$ cat config.mk
export PLATFORM = sky130hd
export DESIGN_NAME = clk_12_5k_flat
export DESIGN_NICKNAME = d
export VERILOG_FILES = /design/src/rtl/clk_12_5k_if.sv /design/src/rtl/clk_12_5k.sv /design/src/flat_wrapper.sv
export SDC_FILE = /design/constraint.sdc
export NUM_CORES = 1
export LEC_CHECK = 0
export BUFFER_PORTS_ARGS = -buffer_cell sky130_fd_sc_hd__buf_4
export CORE_ASPECT_RATIO = 0.7
export CORE_MARGIN = 4
export CORE_UTILIZATION = 30
export DETAILED_ROUTE_END_ITERATION = 12
export SYNTH_ARGS = -nofsm -noshare
export SYNTH_HDL_FRONTEND = slang
export SYNTH_SLANG_ARGS = --single-unit
$ cat constraint.sdc
create_clock -name clk -period 1.6 [get_ports clk]
set_input_delay 0.48 -clock clk [delete_from_list [all_inputs] [get_ports clk]]
set_output_delay 0.48 -clock clk [all_outputs]
set_load 0.01 [all_outputs]
$ cat src/rtl/clk_12_5k_if.sv
// Divider control/output bundle: run enable in, divided clock (and optional tick strobe) out.
// Optional tick strobe present when CLK12_5K_TICK_EN is defined.
interface clk_12_5k_if;
  logic en;
  logic clk12_5k;
`ifdef CLK12_5K_TICK_EN
  logic tick12_5k;

  modport master (input en, output clk12_5k, output tick12_5k);
  modport slave  (output en, input clk12_5k, input tick12_5k);
`else
  modport master (input en, output clk12_5k);
  modport slave  (output en, input clk12_5k);
`endif
endinterface

$ cat src/rtl/clk_12_5k.sv
// Fixed-ratio clock divider: CLK_FREQ_HZ -> OUT_FREQ_HZ square wave, 50 % duty.
// Optional feature macro: CLK12_5K_TICK_EN adds a one-cycle strobe on each output rise.
module clk_12_5k #(
  parameter int unsigned CLK_FREQ_HZ = 100_000_000,
  parameter int unsigned OUT_FREQ_HZ = 12_500
) (
  input  logic       clk,
  input  logic       rst_n,
  clk_12_5k_if.master bus
);

  localparam int unsigned HALF_DIV = CLK_FREQ_HZ / (2 * OUT_FREQ_HZ);
  localparam int unsigned CNT_W    = (HALF_DIV > 1) ? $clog2(HALF_DIV) : 1;
  localparam logic [CNT_W-1:0] CNT_MAX = CNT_W'(HALF_DIV - 1);

  // Reject ratios that cannot produce even a CLK/2 output.
  generate
    if (HALF_DIV < 1) begin : g_bad_ratio
      $error("clk_12_5k: HALF_DIV must be >= 1");
    end
  endgenerate

  logic [CNT_W-1:0] cnt;
  logic             clk_q;
  logic             wrap_c;

  // Half-period boundary reached on this enabled edge.
  assign wrap_c = bus.en && (cnt == CNT_MAX);

  // Half-period counter and output toggle; both hold while disabled.
  always_ff @(posedge clk or negedge rst_n) begin
    if (!rst_n) begin
      cnt   <= '0;
      clk_q <= 1'b0;
    end else if (bus.en) begin
      if (cnt == CNT_MAX) begin
        cnt   <= '0;
        clk_q <= ~clk_q;
      end else begin
        cnt <= cnt + CNT_W'(1);
      end
    end
  end

  assign bus.clk12_5k = clk_q;

`ifdef CLK12_5K_TICK_EN
  logic tick_q;

  // Strobe on the edge where the output goes low -> high.
  always_ff @(posedge clk or negedge rst_n) begin
    if (!rst_n) begin
      tick_q <= 1'b0;
    end else begin
      tick_q <= wrap_c && !clk_q;
    end
  end

  assign bus.tick12_5k = tick_q;
`endif

endmodule

$ cat src/flat_wrapper.sv
// flat-port wrapper written by rule: the top's interface ports become plain ports
module clk_12_5k_flat 
#(
  parameter int unsigned CLK_FREQ_HZ = 100_000_000,
  parameter int unsigned OUT_FREQ_HZ = 12_500
)
  (clk, rst_n, bus_en, bus_clk12_5k);
  clk_12_5k_if bus_i ();
  input  logic clk;
  input  logic rst_n;
  input wire logic [$bits(bus_i.en)-1:0] bus_en;
  output wire logic [$bits(bus_i.clk12_5k)-1:0] bus_clk12_5k;
  assign bus_i.en = bus_en;
  assign bus_clk12_5k = bus_i.clk12_5k;
  clk_12_5k #(.CLK_FREQ_HZ(CLK_FREQ_HZ), .OUT_FREQ_HZ(OUT_FREQ_HZ)) u_core (.clk(clk), .rst_n(rst_n), .bus(bus_i));
endmodule
After elaboration in Yosys (flattened, before gate mapping)
Index checks and enable logic that the tools add are counted.
{"block": "word_totals", "regBits": 13, "input_bits": 3, "out_inout_bits": 1, "wordCells": 7}
{"block": "classes", "addsub": 1, "eq_ne": 1, "muxes": 1, "n_bitwise": 1, "n_reduce_logical": 1}
{"op": "adder 12 x 1 -> 12 bit, second input constant", "n": 1}
{"op": "equality test 12 bit, second input constant", "n": 1}
{"op": "2-to-1 mux 12 bit", "n": 1}
{"op": "AND reduction 2 bit", "n": 1}
{"op": "NOT 1 bit", "n": 1}

Depth between registers and ports, before layout
{"block": "depth", "word_depth": 2, "ltp_mapped": 5, "mapped_depth_nobuf": 5}

Worst setup path before layout
Ideal clock, no wire load.
{"block": "synth_timing", "path_type": "input to register", "start": "in bus_en", "end": "reg u_core.cnt[9]", "setup_time_ns": 0.121, "arrival_time_ns": 1.438, "t_required_ns": 1.479, "path_slack_ns": 0.041, "stages": 5, "path_buffers": 1, "cell_sequence": "buf_4 > nand3_1 > nor4_4 > o21ai_1 > a22o_1"}
{"element": "start: declaration", "line": "flat_wrapper.sv:11", "rtl": "input wire logic [$bits(bus_i.en)-1:0] bus_en;"}
{"element": "end signal: assignment", "line": "clk_12_5k.sv:40", "rtl": "cnt <= cnt + CNT_W'(1);"}
{"element": "end: declaration", "line": "clk_12_5k.sv:23", "rtl": "logic [CNT_W-1:0] cnt;"}

Worst setup path after layout
{"block": "layout_timing", "start": "reg u_core.cnt[6]", "end": "reg u_core.cnt[3]"}
{"block": "layout_between", "elab_chain_cells": 2}
{"element": "equality test 12 bit", "line": "clk_12_5k.sv:36", "rtl": "if (cnt == CNT_MAX) begin"}
{"element": "2-to-1 mux 12 bit", "line": "clk_12_5k.sv:36"}
No other way between the ends.
A chain may end at the register's enable or synchronous reset.

==> impl_summary.log <==
[metrics] run status: finished, final reports clean
[metrics] cell type contributing the most total cell area after synthesis: sky130_fd_sc_hd__dfrtp_1
[metrics] Commonest cells post-synth: sky130_fd_sc_hd__dfrtp_1, sky130_fd_sc_hd__nand2_1, sky130_fd_sc_hd__xnor2_1
[metrics] height of the chip: 48.1 um
[metrics] count of cells along the worst register-to-register path: 4
[metrics] total count of hold-check failures in the final report: 0
[metrics] setup TNS: 0 ns
[metrics] endpoints failing setup: 0
[metrics] total power per unit cell area: 1050 nW/um^2
[metrics] total area of sequential cells: 325 um^2
[metrics] area enclosed by the die boundary: 3140 um^2
[metrics] clock sinks: 13
[metrics] layout overhead on the synthesized area: 21.1%
[metrics] TritonCTS clock tree: built
[metrics] wire length of the first global-routing pass: 2370 um
[metrics] net count after synthesis: 74
[metrics] half-perimeter wire length after detailed placement: 1040 um
[metrics] number of antenna violations at the first check in global routing: 0
[metrics] horizontal die dimension: 65.2 um
[metrics] Unique masters post-synth: 27
[metrics] # diodes: 0
[metrics] placer's final routability congestion estimate: 0.748
[metrics] Clock Pin Slew Worst Setup and Hold Paths: 0.09 ns
[metrics] LEAKAGE: 0.347 nW
[metrics] launching element type of the critical path: flip-flop
[metrics] switching share of total power: 0.335
[metrics] path class of the lowest-slack min-delay path: primary input to async pin
[metrics] maximum number of pins on one net before global-route repair: 14
[metrics] max cap viols: 0
[metrics] transition time at the pin with the least slew margin: 0.338 ns
[metrics] multi-input logic area: 352 um^2
[metrics] clock tree root driver cell: sky130_fd_sc_hd__clkbuf_4
[metrics] residual DRC count: 0
[metrics] Reg power frac: 0.515
[metrics] row cnt: 14
[metrics] Synth Warn #: 0
[metrics] total standard cell area after synthesis: 688 um^2
[metrics] final wirelength: 1380 um
[metrics] GRT Total Usage: 0.107
[metrics] max-slew headroom at the worst pin: 0.773
[metrics] main area contributors after synthesis: sky130_fd_sc_hd__dfrtp_1, sky130_fd_sc_hd__xnor2_1, sky130_fd_sc_hd__nand2_1, sky130_fd_sc_hd__nand4_1, sky130_fd_sc_hd__nor4_4
[metrics] buffer levels on the longest clock path: 2
[metrics] post-synthesis async set-or-reset flop share: 1.00
[metrics] net switching component of the power: 0.292 mW
[metrics] post-route cell area: 833 um^2
[metrics] final slew viol count: 0
[metrics] Final Cycle Share: 0.945
[metrics] Post-Synthesis Cells: 70
[metrics] number of input and output port buffers inserted: 3
[metrics] top fanout value on the critical path: 4
[metrics] number of detailed-routing iterations run before antenna repair: 4
[metrics] proportion of layout cells with a drive suffix above 1: 0.229
[metrics] flops & latches, synth: 13
[metrics] unrepaired setup endpoints after global routing: false
[metrics] Worst Clk Skew: 0.00702 ns
[metrics] Peak Freq: 661 MHz
[metrics] number of enable flip-flop cells after synthesis: 0
[metrics] Crit Path Class: flip-flop to flip-flop
[metrics] Critical Path AT: 1.68 ns
[metrics] vias in the first global route: 515
[metrics] minimum clock period: 1.51 ns
[metrics] number of violations reported at the end of detailed-routing iteration 0: 11
[metrics] post-detailed-route wirelength per cell: 12.0 um
[metrics] number of filler instances in the final layout: 233
[metrics] sequential-to-total area share from yosys stat: 0.473
[metrics] final global-route overflow total: 0
[metrics] Placed Instance Area: 796 um^2
[metrics] number of levels in the clock H-tree: 1
[metrics] number of nets still failing antenna checks after routing: 0
[metrics] Final nets: 88
[metrics] Logic pwr share: 0.247
[metrics] Peak VDD IR: 0.677 mV
[metrics] endpoint required time on the critical path: 1.77 ns
[metrics] starting utilization of the core area: 0.317
[metrics] portion of synthesized cell area occupied by the leading cell type: 0.473
[metrics] Core Area: 2170 um^2
[metrics] library cell with the highest instance count after synthesis: sky130_fd_sc_hd__dfrtp_1
[metrics] Clk Latency, worst-skew pair: 0.28 ns
[metrics] Inserted Clock Buffers: 3
[metrics] internal cell power: 0.580 mW
[metrics] CP endpoint kind: flip-flop
[metrics] count of vias placed by the detailed router: 549
[metrics] Avg Synthesized Cell Area: 9.83 um^2
[metrics] Primary FF master, synth: sky130_fd_sc_hd__dfrtp_1
[metrics] clock network power share: 0.238
[metrics] via density per instance: 4.77
[metrics] number of primary I/O pins: 4
==> routing by layer <==
layer / track usage / share of wire / up-vias / wire length [um]
met5: 0 / 0 / - / 0
met4: 0.0331 / 0 / 0 / 0
met3: 0.0540 / 0.038 / 0 / 52
met2: 0.147 / 0.42 / 7 / 574
met1: 0.146 / 0.54 / 267 / 749
li1: - / - / 275 / -
==> timing repair <==
action / 4_1_cts / 5_1_grt
setup endpoints to repair: 0 / 1
resized for setup: 0 / 2
hold buffers: 0 / 0
setup buffers: 0 / 0
==> registers in the layout, indices dropped and copies added, names as in the netlist <==
name,cells
u_core.bus.clk12_5k,1
u_core.cnt,12
==> area by class of cell <==
type / instances / area share
Clock buffer: 4 / 0.0315
Inverter: 4 / 0.0180
Multi-Input combinational cell: 52 / 0.422
Sequential cell: 13 / 0.390
Tap cell: 32 / 0.0480
Timing Repair Buffer: 10 / 0.0901
==> through the flow <==
stage          cells  setup slack (ns)  power, mW   util  hold slack [ns]
2_1_floorplan     70            0.0410      0.576      -            0.184
3_3_place_gp     111            0.0862      0.657  0.366            0.336
3_5_place_dp     111            0.0428      0.663  0.366            0.336
4_1_cts          115            0.0873      0.869  0.378           0.0299
5_1_grt          115            0.0160      0.933  0.384           0.0192
6_report         115            0.0876      0.871  0.384           0.0271
==> cells by family (layout without fill, tap and decap cells) <==
logic type               after synthesis  after routing  synth area share
buffers and inverters                  5             18            0.0327
XOR/XNOR                               7              7            0.0891
AO/OA/AOI/OAI                         10             10            0.0909
multiplexers                           1              1            0.0145
AND/OR/NAND/NOR                       33             33             0.282
adder cells (fa/ha/maj)                1              1            0.0182
flip-flops                            13             13             0.473
==> layout by cell type (no fill, tap or decap), drive strengths merged <==
cell type,Yosys,final
nand3,3,3
inv,4,4
ha,1,1
nor3,4,4
buf,1,10
or3,1,1
o41ai,1,1
nor2,5,5
nand4,4,4
nor2b,1,1
or2b,1,1
nand2b,1,1
nand2,8,8
o22ai,1,1
xor2,1,1
xnor2,6,6
or3b,1,1
a21oi,1,1
nor4,3,3
a22o,2,2
dfrtp,13,13
mux2i,1,1
clkbuf,0,4
o21ai,5,5
and3,1,1
==> path summary, 6_finish.rpt <==
path,from,to,slack (ns)
setup / recovery,u_core.cnt[6]$_DFFE_PN0P_,u_core.cnt[3]$_DFFE_PN0P_,0.09
hold / removal,rst_n,u_core.cnt[5]$_DFFE_PN0P_,0.03
setup reg to reg,u_core.cnt[6]$_DFFE_PN0P_,u_core.cnt[3]$_DFFE_PN0P_,0.09
hold reg to reg,u_core.bus.clk12_5k$_DFFE_PN0P_,u_core.bus.clk12_5k$_DFFE_PN0P_,0.47
max in group asynchronous,rst_n,u_core.cnt[11]$_DFFE_PN0P_,1.41
min in group clk,bus_en,u_core.cnt[1]$_DFFE_PN0P_,0.45
==> critical path, cell delays in order, from the launching register on <==
cell,delay (ns)
sky130_fd_sc_hd__dfrtp_1,0.43
sky130_fd_sc_hd__or3b_4,0.41
sky130_fd_sc_hd__nor4_2,0.26
sky130_fd_sc_hd__o21ai_1,0.12
sky130_fd_sc_hd__a22o_1,0.18
==> power by group through the flow <==
stage / sequential, mW / clock (mW) / combinational [mW]
floorplan: 0.451 / 0 / 0.125
global placement: 0.452 / 0 / 0.205
detailed placement: 0.453 / 0 / 0.211
CTS: 0.447 / 0.211 / 0.211
global route: 0.458 / 0.233 / 0.243
finish: 0.449 / 0.207 / 0.215
No activity file was read; power rests on OpenSTA's default activity.
